`src/rtl/dcache_port_arbiter.sv`:
```
// Data-cache SRAM port arbiter: snoop controller (port 0) has fixed priority, core-side
// ports are served round-robin, and a granted port owns the SRAM while it holds its request.
module dcache_port_arbiter #(
   parameter int unsigned NR_PORTS    = 4,
   parameter int unsigned SET_ASSOC   = 8,
   parameter int unsigned INDEX_WIDTH = 12,
   parameter int unsigned TAG_WIDTH   = 44,
   parameter int unsigned LINE_WIDTH  = 128
) (
   input  logic                                             clk_i,
   input  logic                                             rst_ni,
   input  logic [NR_PORTS*SET_ASSOC-1:0]                    req_i,
   input  logic [NR_PORTS*INDEX_WIDTH-1:0]                  addr_i,
   input  logic [NR_PORTS*TAG_WIDTH-1:0]                    tag_i,
   input  logic [NR_PORTS-1:0]                              we_i,
   input  logic [NR_PORTS*(LINE_WIDTH+3)-1:0]               wdata_i,
   input  logic [NR_PORTS*(LINE_WIDTH/8+SET_ASSOC)-1:0]     be_i,
   output logic [NR_PORTS-1:0]                              gnt_o,
   output logic [NR_PORTS-1:0]                              rvalid_o,
   output logic [SET_ASSOC-1:0]                             sram_req_o,
   output logic [INDEX_WIDTH-1:0]                           sram_addr_o,
   output logic [TAG_WIDTH-1:0]                             sram_tag_o,
   output logic                                             sram_we_o,
   output logic [LINE_WIDTH+2:0]                            sram_wdata_o,
   output logic [LINE_WIDTH/8+SET_ASSOC-1:0]                sram_be_o,
   input  logic                                             sram_gnt_i,
   output logic                                             updating_cache_o,
   output logic [$clog2(NR_PORTS)-1:0]                      owner_o
);

   localparam int unsigned PW    = $clog2(NR_PORTS);
   localparam int unsigned WD    = LINE_WIDTH + 3;
   localparam int unsigned BW    = LINE_WIDTH/8 + SET_ASSOC;
   localparam int unsigned NCORE = NR_PORTS - 1;

   typedef enum logic {IDLE, LOCKED} state_e;

   state_e              state_q, state_d;
   logic [PW-1:0]       owner_q, owner_d;
   logic [PW-1:0]       rr_q, rr_d;
   logic [PW-1:0]       tag_sel_q, tag_sel_d;
   logic [NR_PORTS-1:0] rvalid_q, rvalid_d;

   logic [NR_PORTS-1:0] active;
   logic                owner_active;
   logic                sel_valid;
   logic [PW-1:0]       sel;
   logic                granted;

   // Core-side candidate 'off' positions after base, wrapping NR_PORTS-1 back to 1.
   function automatic logic [PW-1:0] rr_cand(input logic [PW-1:0] base, input int unsigned off);
      int unsigned c;
      c = 32'(base) + off;
      if (c > NCORE) c = c - NCORE;
      return PW'(c);
   endfunction

   always_comb begin
      active = '0;
      for (int unsigned k = 0; k < NR_PORTS; k++) begin
         active[k] = |req_i[k*SET_ASSOC +: SET_ASSOC];
      end
   end

   assign owner_active = active[owner_q];

   always_comb begin
      sel_valid = 1'b0;
      sel       = '0;
      if (state_q == LOCKED && owner_active) begin
         sel_valid = 1'b1;
         sel       = owner_q;
      end else if (active[0]) begin
         sel_valid = 1'b1;
      end else begin
         for (int unsigned i = 1; i < NR_PORTS; i++) begin
            if (!sel_valid && active[rr_cand(rr_q, i)]) begin
               sel_valid = 1'b1;
               sel       = rr_cand(rr_q, i);
            end
         end
      end
   end

   assign granted = sel_valid & sram_gnt_i;

   always_comb begin
      gnt_o        = '0;
      sram_req_o   = '0;
      sram_addr_o  = '0;
      sram_we_o    = 1'b0;
      sram_wdata_o = '0;
      sram_be_o    = '0;
      for (int unsigned k = 0; k < NR_PORTS; k++) begin
         if (sel_valid && sel == PW'(k)) begin
            gnt_o[k]     = sram_gnt_i;
            sram_req_o   = req_i[k*SET_ASSOC +: SET_ASSOC];
            sram_addr_o  = addr_i[k*INDEX_WIDTH +: INDEX_WIDTH];
            sram_we_o    = we_i[k];
            sram_wdata_o = wdata_i[k*WD +: WD];
            sram_be_o    = be_i[k*BW +: BW];
         end
      end
   end

   // The SRAM consumes the tag one cycle after the request, so follow the previous grant.
   always_comb begin
      sram_tag_o = '0;
      for (int unsigned k = 0; k < NR_PORTS; k++) begin
         if (tag_sel_q == PW'(k)) sram_tag_o = tag_i[k*TAG_WIDTH +: TAG_WIDTH];
      end
   end

   always_comb begin
      state_d   = state_q;
      owner_d   = owner_q;
      rr_d      = rr_q;
      tag_sel_d = tag_sel_q;
      rvalid_d  = '0;
      case (state_q)
         IDLE: begin
            if (granted) state_d = LOCKED;
         end
         LOCKED: begin
            // Release and re-grant happen in the same cycle when the owner drops.
            if (!owner_active && !granted) state_d = IDLE;
         end
         default: state_d = IDLE;
      endcase
      if (granted) begin
         owner_d       = sel;
         tag_sel_d     = sel;
         rvalid_d[sel] = ~sram_we_o;
         if (sel != '0) rr_d = sel;
      end
   end

   always_ff @(posedge clk_i or negedge rst_ni) begin
      if (!rst_ni) begin
         state_q   <= IDLE;
         owner_q   <= '0;
         rr_q      <= '0;
         tag_sel_q <= '0;
         rvalid_q  <= '0;
      end else begin
         state_q   <= state_d;
         owner_q   <= owner_d;
         rr_q      <= rr_d;
         tag_sel_q <= tag_sel_d;
         rvalid_q  <= rvalid_d;
      end
   end

   assign rvalid_o         = rvalid_q;
   assign owner_o          = owner_q;
   assign updating_cache_o = (state_q == LOCKED) && (owner_q != '0) && owner_active;

endmodule
```
`config.mk`:
```
export PLATFORM = sky130hd
export DESIGN_NAME = dcache_port_arbiter
export DESIGN_NICKNAME = d
export VERILOG_FILES = /design/src/rtl/dcache_port_arbiter.sv
export SDC_FILE = /design/constraint.sdc
export NUM_CORES = 1
export LEC_CHECK = 0
export BUFFER_PORTS_ARGS = -buffer_cell sky130_fd_sc_hd__buf_2
export CAP_MARGIN = 20
export CORE_AREA = 2 2 433 435
export DETAILED_ROUTE_END_ITERATION = 12
export DIE_AREA = 0 0 435 437
export HOLD_SLACK_MARGIN = 0.08
export PLACE_DENSITY = 0.3
export SYNTH_ARGS = -nofsm -noshare
export SYNTH_HDL_FRONTEND = slang
export SYNTH_SLANG_ARGS = --single-unit
```
`constraint.sdc`:
```
create_clock -name clk_i -period 4.3 [get_ports clk_i]
set_input_delay 0.43 -clock clk_i [delete_from_list [all_inputs] [get_ports clk_i]]
set_output_delay 0.43 -clock clk_i [all_outputs]
set_load 0.01 [all_outputs]
```
Yosys cells after proc, flatten, opt, wreduce, memory -nomap -nowiden

Cells that the tools add are included.

Register bits: 9
Input port bits: 883
Output and inout port bits: 231

Add/sub/neg operators: 6
Order comparisons: 9
Equal/unequal tests: 6
Muxes and demuxes: 65
Bitwise operators: 4
Reductions and logical operators: 24

Operators with widths:

| cell                | number |
|---|---|
| $mux 131            | 4 |
| $mux 44             | 4 |
| $mux 24             | 4 |
| $mux 12             | 4 |
| $mux 8              | 4 |
| $reduce_or 8->1     | 4 |
| $mux 2              | 14 |
| $mux 1              | 24 |
| $lt 2x3->1 const B  | 5 |
| $logic_and 1x1->1   | 11 |
| $gt 3x2->1 const B  | 3 |
| $bmux 1 s2          | 4 |
| $eq 2x2->1 const B  | 4 |
| $add 2x2->3 const B | 2 |
| $sub 2x2->2 const B | 3 |
| $and 4x4->4         | 1 |
| $eq 2x1->1 const B  | 2 |
| $logic_not 1->1     | 4 |
| $logic_not 2->1     | 2 |
| $mux 4              | 1 |
| $reduce_bool 2->1   | 2 |
| $add 2x1->3 const B | 1 |
| $demux 1 s2         | 1 |
| $ge 2x1->1 const B  | 1 |
| other kinds (4)     | 5 |

Longest topological paths before layout

Word-level depth: 29
Mapped depth: 13
Depth with buffers taken out: 9

Worst setup path after synthesis

Ideal clock, no wire load.

Path kind: flip-flop to output port
From: register rr_q[0]
To: output sram_addr_o[10]
Arrival: 2.625 ns
Data required time: 3.870 ns
Slack: 1.245 ns
Stages on the path, launching flop included: 11
Path buffers: 3
Cell sequence: dfrtp_1 > inv_1 > ha_1 > buf_1 > mux4_2 > o31a_2 > a221oi_4 > nand2_2 > buf_6 > buf_6 > o22ai_1

Longest elaborated chain between the ends: 26
Elaborated cells between the ends (all ways): 54
Classes of those cells: add/sub (6); order compare (3); eq/ne (3); mux (33); reduce/logical (9)

Ends and longest elaborated chain:

| what                                      | RTL line | text |
|---|---|---|
| start: declaration                        | 40       | `logic [PW-1:0] rr_q, rr_d;` |
| start signal: assignment                  | 148      | `rr_q <= rr_d;` |
| $add 2x1->3                               | 53       | `c = 32'(base) + off;` |
| $gt 3x2->1 or $sub 2x2->2 (tied branches) | 54       | `if (c > NCORE) c = c - NCORE;` |
| $mux 2                                    | 54       |  |
| $mux 2                                    | 73       | `end else if (active[0]) begin` |
| $mux 2                                    | 70       | `if (state_q == LOCKED && owner_active) begin` |
| $bmux 1 s2                                | 77       | `if (!sel_valid && active[rr_cand(rr_q, i)]) begin` |
| $mux 1 (not written as such)              | 77       |  |
| $mux 1                                    | 77       |  |
| (+8 left out)                             | --       |  |
| $logic_and 1x1->1                         | 77       |  |
| $mux 2                                    | 77       |  |
| $mux 2                                    | 73       |  |
| $mux 2                                    | 70       |  |
| $logic_not 2->1                           | 95       | `if (sel_valid && sel == PW'(k)) begin` |
| $logic_and 1x1->1                         | 95       |  |
| $mux 12 (3 in a row)                      | 95       |  |
| $mux 12 (*)                               | 95       |  |
| end: declaration                          | 21       | `output logic [INDEX_WIDTH-1:0] sram_addr_o,` |

Every way passes the cells marked *; elsewhere a longest branch is shown, timed or not. The select of a mux whose other input is x is not followed.

Worst setup path after layout

From: input req_i[3]
To: output sram_wdata_o[44]

Longest elaborated chain between the ends: 22
Elaborated cells between the ends (all ways): 40
Classes of those cells: eq/ne (3); mux (26); reduce/logical (11)

Ends and longest elaborated chain:

| what                         | RTL line | text |
|---|---|---|
| start: declaration           | 12       | `input logic [NR_PORTS*SET_ASSOC-1:0] req_i,` |
| $reduce_or 8->1 (*)          | 61       | `active[k] = \|req_i[k*SET_ASSOC +: SET_ASSOC];` |
| $bmux 1 s2                   | 77       |  |
| $mux 1 (not written as such) | 77       |  |
| $mux 1                       | 77       |  |
| $mux 1                       | 73       |  |
| $mux 1                       | 70       |  |
| $logic_not 1->1              | 77       |  |
| $logic_and 1x1->1            | 77       |  |
| (+4 left out)                | --       |  |
| $logic_and 1x1->1            | 77       |  |
| $mux 2                       | 77       |  |
| $mux 2                       | 73       |  |
| $mux 2                       | 70       |  |
| $logic_not 2->1              | 95       |  |
| $logic_and 1x1->1            | 95       |  |
| $mux 131 (3 in a row)        | 95       |  |
| $mux 131 (*)                 | 95       |  |
| end: declaration             | 24       | `output logic [LINE_WIDTH+2:0] sram_wdata_o,` |

Marks and branches as above.

==> results.cfg <==
[outcome]
status = finished, final reports clean

[grt]
grt_max_degree = 63
grt_pass1_vias = 12300
grt_pass1_wl_um = 150000
overflow = 0
track_usage = 0.124
antenna_found_initial = 211

[timing]
setup_ws_ps = 160
min_period_over_period = 0.963
max_freq_mhz = 242
hold_viol = 0
setup_viol = 0
period_minus_slack_ps = 4140
finalClockSkew_ps = 0.997
rsz0062_at_grt = no
slew_headroom = 0.439
report.final.slew_viol_count = 0
tightest_slew_ps = 841

[clock_tree]
cts_resized = 0
cts_tree = yes
cts.sinks = 9
cts_buffers = 3
clockRootBuffer = clkbuf_16
clock_latency_ps = 240
post_cts_buffers = 0
hold_buffers = 1
clk_pin_slew_ps = 40
clock_path_buffers = 2
h-tree-depth = 1

[route]
drc = 0
post_drt_wl_per_cell_um = 28.3
ant_nets = 0
drt_iter0_markers = 982
dr.pass1.iters = 5
dr_total_vias = 12600
viasPerCell = 2.86
wirelength_um = 125000

[logic_synthesis]
synth-seq-area-share = 0.0284
syn_area_um2 = 7930
syn_nets = 1648
syn_avg_cell_area_um2 = 10.4
synth_top_family_by_area = multiplexers
yosys.area.top_type = mux2i_1
yosys.area_share.simple = 0.0453
syn-instance-count = 763
synth-compound-area-share = 0.244
synth_cell_types = 49
synthTopCellsByArea = mux2i_1 (44%), o22ai_2 (15%), mux4_2 (13%)
ys_seq_elements = 9
synth_top_cell_area_share = 0.439
yosysWarnings = 0
synth_adder_area_share = 0.00316
synth_mux_area_frac = 0.571
synth-xor-area-share = 0

[finish]
drive_gt1_frac = 0.725
area_delta_synth_final_pct = 114
stdcell_count = 4424
utilization = 0.0917
layout.nets = 2760

[critical_path]
start_kind = input port
cp.required_ps = 3870
cp.arrival_ps = 3710
critPathSlowestCell = nor4_1
cp_top_family = buffers and inverters
crit_fanout = 49
slowest_delay_ps = 540
crit_buf_inv = 5
critPathCaptureType = output pin
crit_chain = buf_2 > nor4_1 > buf_4 > and2_1 > mux4_2 > o31a_2 > a31o_4 > buf_12 > buf_12 > mux2i_1 > o22ai_2 > buf_2
crit_type = in -> out

[job]
cap_violations = 0

[power]
max-vdd-ir-drop_uv = 183
powerDensity_nw_per_um2 = 390
p_total_uw = 6620
power.leakage_uw = 0.00705

[die]
die_x_um = 435
core_area_um2 = 185000
io_pins = 1114
die_y_um = 437
rows = 158
dieArea_um2 = 190000
start_util = 0.0429

[placed_design]
io_buffers = 1113
dp_hpwl_um = 117000
gp_congestion = 1.01
dp_cells = 4349
place_ws_ps = 56.1

[hold_path]
hold_path_class = in -> reg
-- stage by stage --
| stage | area [um^2] | hold WS, ps | TNS, ps |
|---|---|---|---|
| floorplan | 7930 | 134 | 0 |
| global placement | 16700 | 318 | -269 |
| detailed placement | 16700 | 316 | 0 |
| CTS | 16800 | 361 | 0 |
| global route | 16900 | 364 | 0 |
| finish | 17000 | 364 | 0 |
-- cell usage after synthesis, drive strengths merged --
library cell and instances:
ha 2, and3 2, or2 1, inv 6
a211oi 2, nand2 8, mux2i 348, a21oi 5
a21bo 2, o41ai 1, a31o 1, o21ai 5
nor2b 1, o211ai 6, or3 1, a221oi 1
mux2 1, a211o 1, nor2 7, clkbuf 14
nand4b 1, and2 3, o31ai 3, o31a 1
o22ai 170, nor3 5, or4 4, and3b 3
or3b 5, nand2b 1, o211a 1, nor4 6
a32oi 2, buf 78, dfrtp 9, nand3 10
mux4 46
-- power by group --
part           internal [uW]  leakage, uW  switching, uW
clock network            124    0.0000386           43.5
registers                106     0.000110           30.0
logic                   2780      0.00690           3540
-- routing by layer --
layer  share of wire  vias to the layer above  GRT usage
li1                -                     5473          -
met1            0.38                     5917      0.143
met2            0.46                      862      0.205
met3            0.12                      273     0.0601
met4           0.032                      116     0.0279
met5          0.0061                        -          0
-- placed cells by master (no fill, tap or decap), drive strengths merged, types with 2 or more instances in the layout --
| master | instances |
|---|---|
| buf | 1198 |
| mux2i | 348 |
| o22ai | 170 |
| diode | 70 |
| mux4 | 46 |
| nand3 | 10 |
| dfrtp | 9 |
| nand2 | 8 |
| nor2 | 7 |
| inv | 6 |
| o211ai | 6 |
| nor4 | 6 |
| a21oi | 5 |
| nor3 | 5 |
| or3b | 5 |
| o21ai | 5 |
| clkbuf | 4 |
| or4 | 4 |
| and3b | 3 |
| and2 | 3 |
| o31ai | 3 |
| and3 | 2 |
| a32oi | 2 |
| a21bo | 2 |
| ha | 2 |
| a211oi | 2 |
-- registers in the layout, indices dropped and copies added (netlist names) --
| signal | flops |
|---|---|
| rr_q | 2 |
| rvalid_o | 4 |
| state_q | 1 |
| tag_sel_q | 2 |
-- final timing paths --
check / endpoint / cells past startpoint / startpoint / slack (ps)
min reg2reg: rr_q[0]$_DFFE_PN0P_ / 1 / rr_q[0]$_DFFE_PN0P_ / 520
min: rvalid_o[2]$_DFF_PN0_ / 2 / we_i[2] / 360
max in group asynchronous: tag_sel_q[0]$_DFFE_PN0P_ / 2 / rst_ni / 3460
min in group asynchronous: rvalid_o[1]$_DFF_PN0_ / 2 / rst_ni / 600
max: sram_wdata_o[44] / 12 / req_i[3] / 160
max reg2reg: rr_q[1]$_DFFE_PN0P_ / 9 / rr_q[0]$_DFFE_PN0P_ / 1240
-- final cells by class --
class / instances / area [um^2]
inverter: 6 / 22.5
timing repair buffer: 1199 / 6490
clock buffer: 4 / 78.8
fill: 21800 / 168000
antenna: 70 / 175
tap: 2480 / 3100
multi-input combinational: 656 / 6860
sequential: 9 / 230
-- cell families after synthesis --
kind of cell | after synthesis
muxes | 395
AOI/OAI and AO/OA | 201
buffers and inverters | 98
and+or+nand+nor | 58
DFF | 9
adders and majority gates | 2
Note: power is estimated with default switching activity, not from simulation.
